[config.mk]
export PLATFORM = sky130hd
export DESIGN_NAME = sub_operand_sequencer
export DESIGN_NICKNAME = d
export VERILOG_FILES = /design/src/rtl/sub_operand_sequencer.sv
export SDC_FILE = /design/constraint.sdc
export NUM_CORES = 1
export LEC_CHECK = 0
export CORE_UTILIZATION = 35
export DETAILED_ROUTE_END_ITERATION = 12
export PLACE_DENSITY = 0.59
export REMOVE_ABC_BUFFERS = 1
export SLEW_MARGIN = 20
export SYNTH_ARGS = -nofsm -noshare
export SYNTH_HDL_FRONTEND = slang
export SYNTH_SLANG_ARGS = --single-unit
[constraint.sdc]
create_clock -name clk -period 2.39 [get_ports clk]
set_input_delay 0.239 -clock clk [delete_from_list [all_inputs] [get_ports clk]]
set_output_delay 0.239 -clock clk [all_outputs]
set_load 0.02 [all_outputs]
[src/rtl/sub_operand_sequencer.sv]
// ---------------------------------------------------------------------------
// sub_operand_sequencer
//
// Feeds operand pairs from a 2-entry input FIFO to an external 8-bit
// subtractor, one operation at a time, and holds each result (or a timeout
// marker) until downstream accepts it.
//
// Ports
//   clk, rst              clock, asynchronous active-high reset
//   in_valid/in_ready     upstream handshake for {in_a, in_b}
//   in_a, in_b            minuend, subtrahend
//   start                 one-cycle start pulse to the subtractor
//   op_a, op_b            operands presented to the subtractor
//   sub_rdy, sub_result   subtractor ready/done level and its result
//   out_valid/out_ready   downstream handshake for out_result/out_err
//   out_result            captured result (8'h00 on timeout)
//   out_err               result slot is a timeout rather than a real result
//   done_count            number of accepted results, wrapping at 8 bits
//
// TIMEOUT is the number of GUARD+WAIT cycles allowed after the start pulse
// before the slot is closed as a timeout.
// ---------------------------------------------------------------------------
module sub_operand_sequencer #(
    parameter int unsigned TIMEOUT = 32
) (
    input  logic       clk,
    input  logic       rst,
    input  logic       in_valid,
    output logic       in_ready,
    input  logic [7:0] in_a,
    input  logic [7:0] in_b,
    output logic       start,
    output logic [7:0] op_a,
    output logic [7:0] op_b,
    input  logic       sub_rdy,
    input  logic [7:0] sub_result,
    output logic       out_valid,
    input  logic       out_ready,
    output logic [7:0] out_result,
    output logic       out_err,
    output logic [7:0] done_count
);

    localparam logic [2:0] StIdle  = 3'd0;
    localparam logic [2:0] StIssue = 3'd1;
    localparam logic [2:0] StGuard = 3'd2;
    localparam logic [2:0] StWait  = 3'd3;
    localparam logic [2:0] StHold  = 3'd4;

    // The counter holds the number of GUARD/WAIT cycles already spent, so the
    // last allowed WAIT cycle is the one that sees TIMEOUT-1.
    localparam logic [7:0] TmoLast = 8'(TIMEOUT - 1);

    logic [2:0]  state_q, state_d;
    logic [15:0] ent0_q, ent0_d;
    logic [15:0] ent1_q, ent1_d;
    logic        wr_ptr_q, wr_ptr_d;
    logic        rd_ptr_q, rd_ptr_d;
    logic [1:0]  count_q, count_d;
    logic [7:0]  tmo_q, tmo_d;
    logic [7:0]  op_a_q, op_a_d;
    logic [7:0]  op_b_q, op_b_d;
    logic [7:0]  res_q, res_d;
    logic        err_q, err_d;
    logic [7:0]  done_q, done_d;

    logic        fifo_full;
    logic        fifo_empty;
    logic        push;
    logic        pop;
    logic [15:0] head;

    // Input FIFO. in_ready depends only on occupancy, so a pop in the same
    // cycle never lets a push through while full.
    always_comb begin
        fifo_full  = (count_q == 2'd2);
        fifo_empty = (count_q == 2'd0);
        push       = in_valid && !fifo_full;
        pop        = (state_q == StIdle) && !fifo_empty && sub_rdy;
        head       = rd_ptr_q ? ent1_q : ent0_q;

        ent0_d = ent0_q;
        ent1_d = ent1_q;
        if (push) begin
            if (wr_ptr_q) begin
                ent1_d = {in_a, in_b};
            end else begin
                ent0_d = {in_a, in_b};
            end
        end
        wr_ptr_d = wr_ptr_q ^ push;
        rd_ptr_d = rd_ptr_q ^ pop;
        count_d  = count_q + {1'b0, push} - {1'b0, pop};
    end

    always_comb begin
        state_d = state_q;
        tmo_d   = tmo_q;
        op_a_d  = op_a_q;
        op_b_d  = op_b_q;
        res_d   = res_q;
        err_d   = err_q;
        done_d  = done_q;

        case (state_q)
            StIdle: begin
                if (pop) begin
                    state_d = StIssue;
                    op_a_d  = head[15:8];
                    op_b_d  = head[7:0];
                end
            end
            StIssue: begin
                tmo_d   = 8'd0;
                state_d = StGuard;
            end
            StGuard: begin
                // The subtractor's rdy may still be stale here; ignore it.
                tmo_d   = tmo_q + 8'd1;
                state_d = StWait;
            end
            StWait: begin
                tmo_d = tmo_q + 8'd1;
                if (sub_rdy) begin
                    res_d   = sub_result;
                    err_d   = 1'b0;
                    state_d = StHold;
                end else if (tmo_q >= TmoLast) begin
                    res_d   = 8'h00;
                    err_d   = 1'b1;
                    state_d = StHold;
                end
            end
            StHold: begin
                if (out_ready) begin
                    done_d  = done_q + 8'd1;
                    state_d = StIdle;
                end
            end
            default: begin
                state_d = StIdle;
            end
        endcase
    end

    always_ff @(posedge clk or posedge rst) begin
        if (rst) begin
            state_q  <= StIdle;
            ent0_q   <= 16'h0000;
            ent1_q   <= 16'h0000;
            wr_ptr_q <= 1'b0;
            rd_ptr_q <= 1'b0;
            count_q  <= 2'd0;
            tmo_q    <= 8'd0;
            op_a_q   <= 8'h00;
            op_b_q   <= 8'h00;
            res_q    <= 8'h00;
            err_q    <= 1'b0;
            done_q   <= 8'h00;
        end else begin
            state_q  <= state_d;
            ent0_q   <= ent0_d;
            ent1_q   <= ent1_d;
            wr_ptr_q <= wr_ptr_d;
            rd_ptr_q <= rd_ptr_d;
            count_q  <= count_d;
            tmo_q    <= tmo_d;
            op_a_q   <= op_a_d;
            op_b_q   <= op_b_d;
            res_q    <= res_d;
            err_q    <= err_d;
            done_q   <= done_d;
        end
    end

    always_comb begin
        in_ready   = !fifo_full;
        start      = (state_q == StIssue);
        out_valid  = (state_q == StHold);
        op_a       = op_a_q;
        op_b       = op_b_q;
        out_result = res_q;
        out_err    = err_q;
        done_count = done_q;
    end

endmodule

# Yosys cells after proc, flatten, opt, wreduce, memory -nomap -nowiden
# Index checks and enable logic that the tools add are counted.
# classes
addsub	4
order_cmp	1
eq_ne	8
mux	11
n_bitwise	3
reduce_logical	16
# op_table
operator	n
$add 8x1->8 const B	2
$mux 16	1
$mux 8	2
$pmux 8 s2	1
$pmux 3 s5	1
$mux 3	4
$reduce_and 2->1	5
$ge 8x5->1 const B	1
$eq 3x2->1 const B	2
$reduce_bool 2->1	2
$eq 3x1->1 const B	1
$eq 3x3->1 const B	1
$logic_and 1x1->1	3
$logic_not 3->1	1
$ne 3x3->1 const B	1
$reduce_and 3->1	1
$add 2x1->2	1
$eq 2x2->1 const B	1
$logic_not 1->1	2
$logic_not 2->1	1
$mux 1	2
$ne 2x1->1 const B	1
$ne 2x2->1 const B	1
$reduce_or 2->1	1
other kinds (3)	4
# totals
reg_bits	80
in_bits	29
out_inout_bits	36
wordCells	55

# Depth between registers and ports, before layout
# logic_depth
ltp_word	6
ltp_mapped	8
depth_no_buf	7

# Least setup slack after synthesis
# Ideal clock, no wire load.
# synth_path
kind	reg-to-reg
from	register count_q[1]
to	register ent0_q[0]
setup_ps	125
arrival_time_ps	1916
required_ps	2265
path_slack_ps	349
path_stages_with_launch	8
n_path_buf	2
period_less_slack_ps	2041
cell_sequence	dfrtp_1 or2b_1 nand2_1 inv_1 ha_1 clkbuf_1 buf_1 mux2_2
# synth_via
elab_chain_len	4
# synth_rtl
element	line_no	source
start, declared	59	logic [1:0] count_q, count_d;
start signal, assigned	166	count_q <= count_d;
$eq 2x2->1	76	fifo_full = (count_q == 2'd2);
$logic_not 1->1	n/a	
net in_ready	29	output logic in_ready,
$logic_and 1x1->1	78	push = in_valid && !fifo_full;
$reduce_and 2->1 (no source line)	n/a	
end signal, assigned	162	ent0_q <= ent0_d;
end, declared	55	logic [15:0] ent0_q, ent0_d;
# The timed path passes the listed nets, and every way through them passes these cells.
# A chain may end at the register's enable or synchronous reset.

# Worst setup path after layout
# layout_path
from	register state_q[2]
to	output port start
# layout_via
elab_chain_len	1
# layout_rtl
element	line_no	source
start, declared	54	logic [2:0] state_q, state_d;
start signal, assigned	148	state_q <= StIdle;
start signal, assigned	161	state_q <= state_d;
$eq 3x1->1	178	start = (state_q == StIssue);
end, declared	32	output logic start,
# No other way between the ends.

==> qor.txt <==
POWER AND IR DROP
--------------------------------------------------------------------------------------
Cell area power density                                                    1250 nW/µm²
Clock network power share                                                        0.183
Leakage power                                                                  2.03 nW
Peak ir drop on the vdd network                                                 456 µV
Switch Pwr                                                                     1.85 mW
Part of the total power dissipated in combinational logic                        0.412
Register share of total power                                                    0.405
Total internal power                                                           3.85 mW
Switching part of the total power                                                0.325

SYNTHESIS
--------------------------------------------------------------------------------------
Cell count after synthesis                                                         264
Post-synthesis sequential element count                                             80
Number of warning messages in the yosys log                                          0
Asr flop ratio synth                                                              1.00
Distinct cell type count after synthesis                                            36
Number of synthesized flops with an enable pin                                       0
Synthesized area per cell                                                     13.3 µm²
Post-synthesis sequential area ratio                                             0.571
Cell area after synthesis                                                     3500 µm²
Primary FF master, synth                                                       dfrtp_1

STA
--------------------------------------------------------------------------------------
Final worst-path setup slack                                                    138 ps
Final worst hold slack                                                          199 ps
RSZ-0062 raised after global routing                                             false
Highest achievable clock rate                                                0.444 GHz
Total Negative Setup Slacks                                                       0 ps
Hold Violations, Final                                                               0
Post-route clock period utilization                                              0.942
Final setup viols                                                                    0
Max-slew headroom at the worst pin                                               0.626
Worst clock skew                                                               11.4 ps
Time the final worst path needs with I/O delays and setup                      2250 ps
Number of pins with negative max-slew slack in the final report                      0
Transition time of the tightest slew-check pin                                  557 ps

SETUP PATH
--------------------------------------------------------------------------------------
Launch point of the worst path                                              state_q[2]
Worst EP arrival                                                               2010 ps
Critical path peak fanout                                                           10
Register-to-Register Path Depth                                                      7
Library cell contributing the largest single delay on the critical path   clkdlybuf4s50_1
Class of the most critical setup path                                       reg -> out
FF-to-FF Start                                                              state_q[1]
Slowest cell delay on critical path                                             600 ps
Critical Path End Type                                                    primary output
Chain of cells forming the critical path                                  or3b_2, inv_1, clkdlybuf4s50_1
Worst EP required                                                              2150 ps
Kind of launch point of the worst setup path                                  register

FLOW RUN
--------------------------------------------------------------------------------------
# Max-Cap Violations                                                                 0

DRT
--------------------------------------------------------------------------------------
Drt drc                                                                              0
Total vias in the final route                                                     2203
DR pass1 iterations                                                                  4
WL/cell                                                                        13.8 µm
First DRT Iteration DRCs                                                            36
Final wirelength                                                               6.57 mm
Antenna viol nets, final                                                             0
Drt via density                                                                   4.62

PLACEMENT
--------------------------------------------------------------------------------------
Port buffer count                                                                   64
Detailed placer's ending HPWL                                                  4.62 mm
Pre-CTS setup slack                                                             356 ps
Weighted congestion reported at the end of routability-driven placement          0.724

FLOORPLAN
--------------------------------------------------------------------------------------
Number of cell rows                                                                 36
Die X-Extent                                                                    102 µm
Number of primary I/O pins                                                          65
Core region area                                                              9730 µm²
Starting density of the core                                                     0.360
Floorplan die height                                                            102 µm
Die area                                                                     10400 µm²

GLOBAL ROUTING
--------------------------------------------------------------------------------------
Global route total overflow                                                          0
Overall global routing resource usage                                            0.142
Antenna violations before repair                                                     0
Vias in the first global route                                                    2325
Wire length of the first global-routing pass                                   11.2 mm
Maximum number of pins on one net before global-route repair                        32

CELLS AND AREA
--------------------------------------------------------------------------------------
Area occupied by multi-input gates                                            1370 µm²
Post-layout nets                                                                   374
Area growth, synth to finish                                                     30.6%
Filler instances                                                                   925
Layout cells sized above 1                                                       0.288
Ant diodes                                                                           0
Register area                                                                 2000 µm²

CLOCKING
--------------------------------------------------------------------------------------
Number of hold buffers added after CTS                                               0
Clock root buffer                                                             clkbuf_8
Gates resized, CTS repair                                                            0
Post-CTS setup buffer count                                                          0
Clock sink total                                                                    80
Clock buffers created by TritonCTS                                                   9
Skew-Pair Late Insertion Delay                                                  330 ps
Clk pin slew, worst setup/hold paths                                             80 ps
CTS tree                                                                         built
Number of H-tree levels                                                              3
Maximum buffer depth of the clock tree                                               2

OUTCOME
--------------------------------------------------------------------------------------
Status                                                                       completed

MIN PATH
--------------------------------------------------------------------------------------
Hold Path Class                                                            in -> async

final cells by class:
type                       instances  area share
tap                              133      0.0364
clock inverter                     4      0.0112
timing repair buffer              76       0.162
clock buffer                      12      0.0361
multi-input combinational        153       0.300
sequential                        80       0.438
inverter                          19      0.0159
metrics by stage:
| stage | power [mW] | instance area (µm²) | utilization | instances |
|---|---|---|---|---|
| 6_report | 5.71 | 4570 | 0.470 | 477 |
| 5_1_grt | 6.14 | 4570 | 0.470 | 477 |
| 4_1_cts | 5.79 | 4570 | 0.470 | 477 |
| 3_5_place_dp | 4.73 | 4360 | 0.448 | 461 |
| 3_3_place_gp | 4.67 | 4360 | 0.448 | 461 |
| 2_1_floorplan | 3.80 | 3440 | - | 252 |
kinds of logic after synthesis:
family	after synthesis	synth area share
DFF	80	0.571
adders and majority gates	6	0.0214
AOI/OAI and AO/OA	13	0.0243
buffers and inverters	31	0.0379
muxes	79	0.250
and+or+nand+nor	45	0.0704
xor gates and xnor gates	10	0.0250
worst max-delay path: cells and delay by family (launching register included):
| kind | cells | cell delay [ps] |
|---|---|---|
| flops | 1 | 490 |
| simple gates | 1 | 530 |
| buf+inv | 2 | 670 |
path summary, 6_finish.rpt:
kind	endpoint	slack, ps
max	start	140
min	ent0_q[14]	200
max reg2reg	count_q[1]	670
min reg2reg	done_count[7]	480
max in group asynchronous	ent1_q[0]	1650
min in group clk	out_result[7]	460
layer usage:
layer | up-vias | share of wire | global-route usage | wire (µm)
met2 | 40 | 0.48 | 0.227 | 3130
met1 | 1101 | 0.47 | 0.191 | 3110
met3 | 6 | 0.037 | 0.0349 | 245
met4 | 0 | 0.011 | 0.0407 | 72
li1 | 1056 | - | - | -
met5 | - | 0 | 0 | 0
power by group through the flow:
stage,registers [mW],clock network (mW),logic [mW]
after floorplan,2.58,0,1.21
after global placement,2.33,0,2.34
after detailed placement,2.34,0,2.39
after CTS,2.32,1.08,2.40
after global routing,2.41,1.15,2.58
final,2.31,1.05,2.35
cells in the mapped netlist (4+ instances only):
| cell type | number | area [µm²] |
|---|---|---|
| dfrtp_1 | 80 | 2000 |
| mux2_2 | 67 | 754 |
| inv_1 | 19 | 71.3 |
| nand2_1 | 19 | 71.3 |
| mux2i_1 | 12 | 120 |
| xor2_1 | 7 | 61.3 |
| ha_1 | 6 | 75.1 |
| nand3_1 | 6 | 30.0 |
| clkbuf_1 | 5 | 18.8 |
| nor2_1 | 4 | 15.0 |
cell usage in the layout (no fill, tap or decap), types with 2 or more instances in the layout:
cell              n
dfrtp_1          80
mux2_2           67
clkdlybuf4s50_1  64
nand2_1          19
inv_1            18
mux2i_1          12
clkbuf_8         12
buf_4            11
xor2_1            7
nand3_1           6
ha_1              6
nor2_1            4
o21ai_0           3
a21oi_1           3
xnor2_1           3
a22o_1            2
and3_1            2
nand4_1           2
nor4_1            2
clkinv_2          2
nor3_1            2
state kept, by name, summed over array words and instances (netlist names), 2 cells and up:
register / count
out_result: 8
ent1_q: 16
state_q: 3
done_count: 8
op_a: 8
op_b: 8
tmo_q: 8
ent0_q: 16
count_q: 2
Note: power is estimated with default switching activity, not from simulation.
